[config.mk]
export PLATFORM = sky130hd
export DESIGN_NAME = led_frame_ctrl
export DESIGN_NICKNAME = d
export VERILOG_FILES = /design/src/rtl/led_frame_ctrl.sv
export SDC_FILE = /design/constraint.sdc
export NUM_CORES = 1
export LEC_CHECK = 0
export BUFFER_PORTS_ARGS = -buffer_cell sky130_fd_sc_hd__buf_2
export CAP_MARGIN = 25
export CORE_MARGIN = 2
export CORE_UTILIZATION = 44
export DETAILED_ROUTE_END_ITERATION = 7
export PLACE_DENSITY = 0.73
export RECOVER_POWER = 100
export SETUP_SLACK_MARGIN = 0.5
export SLEW_MARGIN = 30
export SYNTH_ARGS = -nofsm -noshare
export SYNTH_HDL_FRONTEND = slang
export SYNTH_SLANG_ARGS = --single-unit
[constraint.sdc]
create_clock -name clk -period 7.4 [get_ports clk]
set_input_delay 0.37 -clock clk [delete_from_list [all_inputs] [get_ports clk]]
set_output_delay 0.37 -clock clk [all_outputs]
set_load 0.01 [all_outputs]
[src/rtl/led_frame_ctrl.sv]
`default_nettype none
// ============================================================================
// Module      : led_frame_ctrl
// Description : Frame controller for a WS2812-style serial LED driver.
//               Pixel bytes land in a shadow buffer through a valid/ready
//               write port. A commit scales every byte by a global
//               brightness (one byte per cycle) into a staging buffer. The
//               staged frame is then copied to data_o in one cycle, but only
//               while the driver sits in its refresh gap, so a frame is
//               never torn mid-transmission.
// Ports       : clk, reset        - clock, synchronous active-high reset
//               wr_valid/wr_ready - pixel-byte write handshake
//               wr_idx, wr_chan   - LED index and channel (G,R,B) of write
//               wr_data           - channel value
//               brightness        - global scale, sampled at commit start
//               commit_req        - single-cycle commit request pulse
//               commit_busy       - commit running or pending
//               commit_done       - one-cycle pulse aligned with new data_o
//               drv_idle          - driver is in its refresh state
//               data_o            - bit-reversed frame bus to the driver
// Revision    : 1.0 - initial release
// ============================================================================
module led_frame_ctrl #(
  parameter  int LED_CNT       = 3,
  parameter  int CHANNELS      = 3,
  parameter  int BITPERCHANNEL = 8,
  localparam int IDX_W         = (LED_CNT > 1) ? $clog2(LED_CNT) : 1,
  localparam int DW            = LED_CNT * CHANNELS * BITPERCHANNEL
) (
  input  logic               clk,
  input  logic               reset,
  input  logic               wr_valid,
  output logic               wr_ready,
  input  logic [IDX_W-1:0]   wr_idx,
  input  logic [1:0]         wr_chan,
  input  logic [7:0]         wr_data,
  input  logic [7:0]         brightness,
  input  logic               commit_req,
  output logic               commit_busy,
  output logic               commit_done,
  input  logic               drv_idle,
  output logic [DW-1:0]      data_o
);

  localparam int BW    = BITPERCHANNEL;
  localparam int PW    = 2 * BW;
  localparam int N     = LED_CNT * CHANNELS;
  localparam int CNT_W = (N > 1) ? $clog2(N) : 1;

  typedef enum logic [1:0] {
    IDLE     = 2'd0,
    SCALE    = 2'd1,
    WAIT_WIN = 2'd2
  } state_t;

  state_t             r_state;
  state_t             w_state_nxt;
  logic               w_start;
  logic               w_scale_en;
  logic               w_load;

  logic [BW-1:0]      r_shadow [N];
  logic [BW-1:0]      r_staged [N];
  logic [DW-1:0]      r_data;
  logic [BW-1:0]      r_bscale;
  logic [CNT_W-1:0]   r_cnt;
  logic               r_pending;
  logic               r_done;
  logic [BW-1:0]      w_scaled;
  logic               w_wr_fire;

  // Multiplying by (bscale+1) and keeping the top byte makes 255 an exact
  // identity and lets 0 still dim full-scale values down to 0.
  assign w_scaled = BW'((PW'(r_shadow[r_cnt]) * (PW'(r_bscale) + PW'(1))) >> BW);

  assign wr_ready    = (r_state != SCALE);
  assign w_wr_fire   = wr_valid && wr_ready;
  assign commit_busy = (r_state != IDLE) || r_pending;
  assign commit_done = r_done;
  assign data_o      = r_data;

  // State register
  always_ff @(posedge clk) begin
    if (reset) begin
      r_state <= IDLE;
    end else begin
      r_state <= w_state_nxt;
    end
  end

  // Next-state and control strobes
  always_comb begin
    w_state_nxt = r_state;
    w_start     = 1'b0;
    w_scale_en  = 1'b0;
    w_load      = 1'b0;
    case (r_state)
      IDLE: begin
        if (commit_req || r_pending) begin
          w_start     = 1'b1;
          w_state_nxt = SCALE;
        end
      end
      SCALE: begin
        w_scale_en = 1'b1;
        if (r_cnt == CNT_W'(N - 1)) begin
          w_state_nxt = WAIT_WIN;
        end
      end
      WAIT_WIN: begin
        if (drv_idle) begin
          w_load      = 1'b1;
          w_state_nxt = IDLE;
        end
      end
      default: begin
        w_state_nxt = IDLE;
      end
    endcase
  end

  // Datapath: shadow writes, scaling, frame load, pending request
  always_ff @(posedge clk) begin
    if (reset) begin
      for (int k = 0; k < N; k++) begin
        r_shadow[k] <= '0;
        r_staged[k] <= '0;
      end
      r_data    <= '0;
      r_bscale  <= '0;
      r_cnt     <= '0;
      r_pending <= 1'b0;
      r_done    <= 1'b0;
    end else begin
      r_done <= w_load;

      // Out-of-range index/channel match no slot, so such a write completes
      // its handshake and is silently dropped.
      if (w_wr_fire) begin
        for (int i = 0; i < LED_CNT; i++) begin
          for (int c = 0; c < CHANNELS; c++) begin
            if (wr_idx == IDX_W'(i) && wr_chan == 2'(c)) begin
              r_shadow[i*CHANNELS + c] <= wr_data;
            end
          end
        end
      end

      if (w_start) begin
        r_bscale <= brightness;
        r_cnt    <= '0;
      end else if (w_scale_en) begin
        r_cnt <= r_cnt + CNT_W'(1);
      end

      // One-deep request memory; a start consumes it together with any
      // request arriving in the same IDLE cycle.
      if (w_start) begin
        r_pending <= 1'b0;
      end else if (commit_req && (r_state != IDLE)) begin
        r_pending <= 1'b1;
      end

      if (w_scale_en) begin
        r_staged[r_cnt] <= w_scaled;
      end

      // The driver shifts out bit 0 first while LEDs expect MSB first, so
      // each byte is placed bit-reversed on the bus.
      if (w_load) begin
        for (int k = 0; k < N; k++) begin
          for (int j = 0; j < BW; j++) begin
            r_data[k*BW + j] <= r_staged[k][BW-1-j];
          end
        end
      end
    end
  end

endmodule
`default_nettype wire

==> results of run 1 <==
## cells by family after synthesis
logic type / after synthesis / synth area share
compound gates: 155 / 0.0831
xor+xnor: 14 / 0.0108
fa+ha+maj: 77 / 0.111
buf+inv: 108 / 0.0373
flops: 236 / 0.543
mux: 29 / 0.0434
simple gates: 426 / 0.171
## report_power, final
group          switching, mW  leakage (nW)  internal [mW]
registers             0.0208          2.23           1.44
logic                  0.256          2.09          0.125
clock network          0.535         0.417          0.746
## area by class of cell
type / instances / area, µm²
Clock buffer: 35 / 703
Clock inverter: 11 / 143
Fill cell: 2265 / 12400
Inverter: 60 / 225
Multi-Input combinational cell: 701 / 4730
Sequential cell: 236 / 6170
Tap cell: 330 / 413
Timing Repair Buffer: 110 / 475
## stage by stage
step                setup WS, ps  utilization  hold slack, ps  area [µm²]  power, mW
floorplan                   1200            -             456       11300       1.76
global placement             541        0.481             438       12100       1.87
detailed placement           597        0.481             444       12200       1.88
CTS                          584        0.515            31.8       13000       3.16
global route                 289        0.509            56.9       12900       3.24
finish                       597        0.509            49.0       12900       3.12
## sequential cells by signal, indices dropped and copies added, names as in the netlist, named ones only
| name | flops |
|---|---|
| commit_done | 1 |
| data_o | 72 |
| r_bscale | 8 |
| r_cnt | 4 |
| r_pending | 1 |
| r_shadow | 72 |
| r_staged | 72 |
| r_state | 2 |
## what timing repair did
item	CTS	global route
gates resized for setup	0	5
hold endpoints to repair	0	0
endpoints found under the setup margin	0	36
buffers inserted	0	1
## worst max path at each step
stage | end | cells past startpoint | startpoint
global route | r_staged[6][3]$_SDFFCE_PN0P_ | 17 | flop
floorplan | r_staged[0][7]$_SDFFCE_PN0P_ | 22 | flop
global placement | r_staged[4][5]$_SDFFCE_PN0P_ | 17 | flop
finish | r_staged[3][3]$_SDFFCE_PN0P_ | 17 | flop
CTS | r_staged[8][7]$_SDFFCE_PN0P_ | 20 | flop
detailed placement | r_staged[8][7]$_SDFFCE_PN0P_ | 20 | flop
## Yosys cell counts, types with 2 or more instances
master	number	area (µm²)
sky130_fd_sc_hd__a21o_1	9	67.6
sky130_fd_sc_hd__a21oi_1	101	505
sky130_fd_sc_hd__a31o_2	5	43.8
sky130_fd_sc_hd__and2_1	11	68.8
sky130_fd_sc_hd__and3_1	2	12.5
sky130_fd_sc_hd__buf_1	2	7.51
sky130_fd_sc_hd__buf_2	2	10.0
sky130_fd_sc_hd__buf_6	2	22.5
sky130_fd_sc_hd__clkbuf_1	42	158
sky130_fd_sc_hd__dfxtp_1	92	1840
sky130_fd_sc_hd__edfxtp_1	144	4320
sky130_fd_sc_hd__fa_1	40	801
sky130_fd_sc_hd__ha_1	37	463
sky130_fd_sc_hd__inv_1	60	225
sky130_fd_sc_hd__mux2i_1	11	110
sky130_fd_sc_hd__mux4_1	2	52.6
sky130_fd_sc_hd__mux4_2	12	270
sky130_fd_sc_hd__nand2_1	188	706
sky130_fd_sc_hd__nand2b_1	15	93.8
sky130_fd_sc_hd__nand3_1	10	50.1
sky130_fd_sc_hd__nand4_1	3	18.8
sky130_fd_sc_hd__nor2_1	110	413
sky130_fd_sc_hd__nor2b_1	12	75.1
sky130_fd_sc_hd__nor3_1	33	165
sky130_fd_sc_hd__nor3_2	10	100
sky130_fd_sc_hd__nor3b_1	2	15.0
sky130_fd_sc_hd__nor4_1	2	12.5
sky130_fd_sc_hd__nor4b_1	9	78.8
sky130_fd_sc_hd__o211ai_1	5	37.5
sky130_fd_sc_hd__o21a_1	4	30.0
sky130_fd_sc_hd__o21ai_0	9	45.0
sky130_fd_sc_hd__o21ai_1	2	10.0
sky130_fd_sc_hd__o21bai_1	7	52.6
sky130_fd_sc_hd__or2_2	13	81.3
sky130_fd_sc_hd__or3_1	2	12.5
sky130_fd_sc_hd__xnor2_1	8	70.1
sky130_fd_sc_hd__xor2_1	6	52.6
## routing by layer
layer / up-vias / global-route usage / part of all wire / wire length (µm)
met5: - / 0 / 0 / 0
met4: 0 / 0.0545 / 0.027 / 713
met3: 55 / 0.0274 / 0.055 / 1440
met2: 228 / 0.331 / 0.48 / 12400
met1: 3819 / 0.255 / 0.44 / 11500
li1: 3774 / - / - / -
==> results.md, run 1 <==
- The fraction of registers with async set or reset after synthesis is 0.
- The endpoint identified for the worst register-to-register timing path is r_staged[3][3]$_SDFFCE_PN0P_.
- The transition time at the pin with the least slew margin is 2840 ps.
- The number of clock buffers added by TritonCTS is 25.
- During I/O placement, the number of pins put on the boundary was 100.
- Row generation in the floorplan step produced 58 rows.
- The count of synthesis-stage warnings from yosys is 0.
- From bottom edge to top edge, the die measures 165 µm.
- Measured against its own limit, the worst slew margin works out to -0.893.
- The class of the worst hold path is primary input to flop.
- The detailed-placement wirelength estimate is 17800 µm.
- The area growth from synthesis to layout is 13.3%.
- TritonCTS built the clock tree.
- After detailed routing, the number of remaining DRC violations is 0.
- The largest voltage drop on the vdd net is 0.197 mV.
- The clock sink count is 236.
- The count of non-filler cells in the finished layout is 1483.
- The buffering stage count on the worst path with inverters included is 3.
- The via count of the first global-routing pass is 7792.
- The critical path data required time is 7640 ps.
- CTS built an H-tree with a depth of 1.
- Setup violations remaining at the end of the flow were counted as 0.
- Counting instances, the worst hold path has a depth of 2.
- The highest clock rate is 147 MHz.
- The final count of pins violating max slew is 115.
- The pre-antenna-repair detailed-routing pass consisted of 5 iterations.
- The number of nets in the synthesized netlist is 1147.
- The synthesized design contains 236 register bits.
- Setup repair after global routing left no endpoint under its margin.
- The total area inside the core boundary comes to 25300 µm².
- The floorplan die area is 27100 µm².
- Dividing the detail-routed wire length by the instance count gives 17.6 µm.
- The slowest stage of the critical path belongs to the cell sky130_fd_sc_hd__o211ai_1.
- The final critical delay including setup and external delays is 6800 ps.
- The kind of critical path is flop to flop.
- On the critical path the largest part of the delay comes from compound AO/OA/AOI/OAI gates.
- The number of endpoints with negative hold slack in the final report is 0.
- The flip-flop cell with the highest count after synthesis is sky130_fd_sc_hd__edfxtp_1.
- After clock tree synthesis, the clock-pin slew on the worst setup and hold paths is 60 ps.
- The terminating pin of the worst hold path is r_state[1]$_SDFFE_PP0P_.
- Averaged over all synthesized cells, the footprint is 10.9 µm².
- The startpoint type of the worst setup path is a flop.
- The fraction of final layout cells with drive strength greater than 1 is 0.0971.
- The remaining number of nets flagged by the antenna check after routing is 0.
- The total negative setup slack is 0 ps.
- The die boundary width is 165 µm.
- The total congestion overflow after global routing is 0.
- The number of flops mapped to enable cells by yosys is 144.
- The total wire length is 26100 µm.
- Across all layers, the routed design uses 7876 vias.
- Counting every instance in the synthesized netlist gives 1045.
- The worst setup path is captured at a flop.
- The initial antenna violation count is 0.
- The global-route wire length before repair is 41100 µm.
- The portion of the post-synthesis area used by sequential elements is 0.543.
- The clock root buffer master is sky130_fd_sc_hd__clkbuf_16.
- The static leakage is 4.74 nW.
- Of all nets on the critical path, the largest fanout is 15.
- The critical path goes through buf_4, mux4_1, nand2b_1, a22oi_1, nor2_1, fa_1, ha_1, inv_1, fa_1, inv_1, ha_1, and3_1, o211ai_1, a21o_1, or2_1, o211ai_1, nor2_1.
- The count of nets after finishing is 1236.
- The count of cell types in the netlist is 58.
- The run finished, with violations left.
- Summing every instance area after synthesis gives 11300 µm².
- The insertion delay of the later-clocked pin in the worst-skew pair is 540 ps.
- In the finished design, the share of the clock period the worst path needs comes to 0.919.
- The number of vias per cell after detailed routing is 5.31.
- The tool flagged a number of max-cap violations equal to 2.
- The top cell types in the final layout, fill and taps aside, are sky130_fd_sc_hd__nand2_1 (188), sky130_fd_sc_hd__edfxtp_1 (144), sky130_fd_sc_hd__nor2_1 (110).
- The global placement routability congestion is 0.891.
- The largest buffer count on any clock path is 3.
- On the final layout, the worst clock skew is 11.0 ps.
- The data arrival time of the critical path is 7040 ps.
- The number of DRC markers in iteration 0 is 689.
- The worst register-to-register path has a depth of 17.
- In the global route stage, overall resource usage came out at 0.192.
- The power density over the cells is 243 nW/µm².
- The number of antenna diodes in the final layout is 0.
- The count of hold-fix buffers inserted at cts is 0.
- The worst hold path begins at drv_idle.
- The starting density of the core is 0.449.
- The count of buffers added on input and output ports is 99.
- The pin count of the biggest net entering global routing is 74.
- The largest single stage delay on the critical path is 1090 ps.
- The cell total after placement is 1436.
- The minimum setup slack among reg-to-reg paths is 600 ps.
- Leaving out fill and tap cells, the most frequent cell in the layout is sky130_fd_sc_hd__nand2_1.
- The final reports fail on capacitance limit, slew limit.
Note: power is estimated with default switching activity, not from simulation.
==> run 2: changes to the inputs <==
--- a/config.mk
+++ b/config.mk
@@ -10,6 +10,7 @@
 export CORE_MARGIN = 2
 export CORE_UTILIZATION = 44
 export DETAILED_ROUTE_END_ITERATION = 7
+export HOLD_SLACK_MARGIN = 0.12
 export PLACE_DENSITY = 0.73
 export RECOVER_POWER = 100
 export SETUP_SLACK_MARGIN = 0.5
==> run 2 against run 1 <==
Sequential cell count unchanged. Sequential power about the same. Non-clock buffer count up 9. Combinational power up 1%. Register-to-register slack about the same. Setup slack worse by 8.9 ps. First-iteration DRC count up 1.5%. Clock power about the same. The flow still finishes with violations (capacitance limit, slew limit).
==> results.md, run 2 (synthesis results as in run 1) <==
- The total negative setup slack is 0 ps (unchanged).
- The starting density of the core was 0.449 (unchanged).
- The worst-case setup margin in the final layout came to 588 ps (was 597 ps).
- The initial antenna violation count came to 0 (unchanged).
- The area of the core region came to 25300 µm² (unchanged).
- The global placement routability congestion is 0.891 (unchanged).
- Top library cells by usage in the layout, fill and taps aside: sky130_fd_sc_hd__nand2_1 (188), sky130_fd_sc_hd__edfxtp_1 (144), sky130_fd_sc_hd__nor2_1 (110) (unchanged).
- The startpoint type of the worst setup path is a flop (unchanged).
- The class of the worst hold path is primary input to flop (unchanged).
- The depth of the CTS H-tree is 1 (unchanged).
- The clock root buffer master is sky130_fd_sc_hd__clkbuf_16 (unchanged).
- The worst slack after detailed placement is 597 ps (unchanged).
- The power share of the clock group is 0.410 (was 0.411).
- The clock sink count was 236 (unchanged).
- The switching part of the total power is 0.260 (about the same).
- The count of nets after finishing is 1245 (was 1236).
- RSZ-0062 raised after global routing: no (unchanged).
- The remaining number of nets flagged by the antenna check after routing was 0 (unchanged).
- The floorplan die area was 27100 µm² (unchanged).
- The TritonCTS clock tree was yes (unchanged).
- The via count of the first global-routing pass is 7835 (was 7792).
- The power density over the cells is 241 nW/µm² (was 243 nW/µm²).
- The largest voltage drop on the vdd net is 0.196 mV (was 0.197 mV).
- The clock-pin slew of the registers on the worst-case setup and hold paths was 60 ps (about the same).
- The static leakage is 4.78 nW (was 4.74 nW).
- The total number of vias came to 7942 (was 7876).
- The pin count of the biggest net entering global routing is 74 (unchanged).
- The number of placed I/O pins was 100 (unchanged).
- The detailed-placement wirelength estimate is 17800 µm (unchanged).
- The launch point of the worst hold path is commit_req (was drv_idle).
- The net load switching power is 0.813 mW (was 0.812 mW).
- The final critical delay including setup and external delays is 6810 ps (was 6800 ps).
- The sequential fraction of design power was 0.467 (about the same).
- The final antenna diode count was 0 (unchanged).
- The critical path data required time is 7640 ps (about the same).
- The highest clock rate came to 147 MHz (about the same).
- The global-route wire length before repair came to 41300 µm (was 41100 µm).
- Violations in the final reports: capacitance limit, slew limit (unchanged).
- The post-layout total power was 3.12 mW (about the same).
- The kind of critical path is flop to flop (unchanged).
- The maximum fanout encountered on the critical timing path is 15 (unchanged).
- The minimum setup slack among reg-to-reg paths is 590 ps (was 600 ps).
- The number of vias per cell after detailed routing came to 5.32 (was 5.31).
- The total global routing track utilization is 0.193 (was 0.192).
- The count of buffers inserted at the top-level ports is 99 (unchanged).
- The total non-filler cell area in the finished layout is 12900 µm² (about the same).
- The data arrival time of the critical path is 7050 ps (was 7040 ps).
- The number of endpoints with negative hold slack in the final report came to 0 (unchanged).
- The cell total after placement is 1436 (unchanged).
- The row count was 58 (unchanged).
- The worst hold path depth is 3 (was 2).
- The final count of pins violating max slew is 115 (unchanged).
- The insertion delay of the later-clocked pin in the worst-skew pair is 540 ps (about the same).
- The worst slew margin relative to its limit is -0.892 (was -0.893).
- The largest buffer count on any clock path came to 3 (unchanged).
- The die boundary width is 165 µm (unchanged).
- The final worst hold slack was 147 ps (was 49.0 ps).
- The final setup skew is 9.36 ps (was 11.0 ps).
- The part of the total power dissipated in combinational logic is 0.123 (was 0.122).
- The transition time at the pin with the least slew margin is 2840 ps (about the same).
- The die outline height is 165 µm (unchanged).
- The terminating pin of the worst hold path was r_pending$_SDFFE_PP0P_ (was r_state[1]$_SDFFE_PP0P_).
- The number of failing setup endpoints in the final timing report was 0 (unchanged).
- The area growth from synthesis to layout was 14.1% (was 13.3%).
- The most frequent standard cell in the layout excluding fill and tap cells is sky130_fd_sc_hd__nand2_1 (unchanged).
- The total wire length is 26100 µm (about the same).
- The total congestion overflow after global routing is 0 (unchanged).
- The fraction of final layout cells with drive strength greater than 1 is 0.0964 (was 0.0971).
- The number of DRC markers in iteration 0 is 699 (was 689).
- Status: complete, but fails checks (unchanged).
- The final routed wire length divided by cell count is 17.5 µm (was 17.6 µm).
- The number of remaining DRC errors is 0 (unchanged).
- The worst flop-to-flop path endpoint is r_staged[3][3]$_SDFFCE_PN0P_ (unchanged).
- The standard cell area after detailed placement is 12200 µm² (unchanged).
- The utilization after layout is 0.513 (was 0.509).
- The number of max-cap violations was 2 (unchanged).
- The logic depth of the worst register-to-register path was 17 (unchanged).
- The number of detailed-routing iterations run before antenna repair is 6 (was 5).
- The total internal power is 2.31 mW (about the same).
- The kind of end point of the critical path is a flop (unchanged).
- The TritonCTS buffer count was 25 (unchanged).
- The final period utilization is 0.921 (was 0.919).
- The count of non-filler cells in the finished layout came to 1492 (was 1483).
run 2: timing repair:
item / CTS / global route
hold buffers: 9 / 0
setup buffers: 0 / 1
hold endpoints to repair: 9 / 0
setup endpoints to repair: 0 / 36
gates resized for setup: 0 / 5
run 2: how the worst max path moves through the flow:
| stage | to | slack [ps] |
|---|---|---|
| after CTS | r_staged[8][7]$_SDFFCE_PN0P_ | 580 |
| after floorplan | r_staged[0][7]$_SDFFCE_PN0P_ | 1200 |
| after global routing | r_staged[6][3]$_SDFFCE_PN0P_ | 290 |
| after detailed placement | r_staged[8][7]$_SDFFCE_PN0P_ | 600 |
| final | r_staged[3][3]$_SDFFCE_PN0P_ | 590 |
| after global placement | r_staged[4][5]$_SDFFCE_PN0P_ | 540 |
run 2: power groups by stage:
| stage | registers, mW | clock network (mW) | logic [mW] |
|---|---|---|---|
| 2_1_floorplan | 1.47 | 0 | 0.282 |
| 3_3_place_gp | 1.48 | 0 | 0.387 |
| 3_5_place_dp | 1.49 | 0 | 0.393 |
| 4_1_cts | 1.46 | 1.30 | 0.399 |
| 5_1_grt | 1.46 | 1.35 | 0.432 |
| 6_report | 1.46 | 1.28 | 0.385 |
run 2: routing by layer:
metal | global-route usage | vias to the layer above | part of all wire
met5 | 0 | - | 0
met4 | 0.0545 | 0 | 0.028
met3 | 0.0274 | 58 | 0.052
met2 | 0.332 | 244 | 0.48
met1 | 0.256 | 3851 | 0.44
li1 | - | 3789 | -
run 2: worst max-delay path, stage by stage, from the launching register on:
cell and delay [ps]:
sky130_fd_sc_hd__dfxtp_2 510, sky130_fd_sc_hd__buf_4 250, sky130_fd_sc_hd__mux4_1 560, sky130_fd_sc_hd__nand2b_1 160, sky130_fd_sc_hd__a22oi_1 1070, sky130_fd_sc_hd__nor2_1 130, sky130_fd_sc_hd__fa_1 490, sky130_fd_sc_hd__ha_1 290
sky130_fd_sc_hd__inv_1 50, sky130_fd_sc_hd__fa_1 520, sky130_fd_sc_hd__inv_1 40, sky130_fd_sc_hd__ha_1 270, sky130_fd_sc_hd__and3_1 200, sky130_fd_sc_hd__o211ai_1 90, sky130_fd_sc_hd__a21o_1 270, sky130_fd_sc_hd__or2_1 400
sky130_fd_sc_hd__o211ai_1 1090, sky130_fd_sc_hd__nor2_1 100
run 2: final cells by class:
class	count	area, µm²
fillers	2260	12300
clock inverters	11	143
well taps	330	413
inverters	60	225
clock buffers	35	703
multi-input cells	701	4730
repair buffers	119	566
flip-flops and latches	236	6170
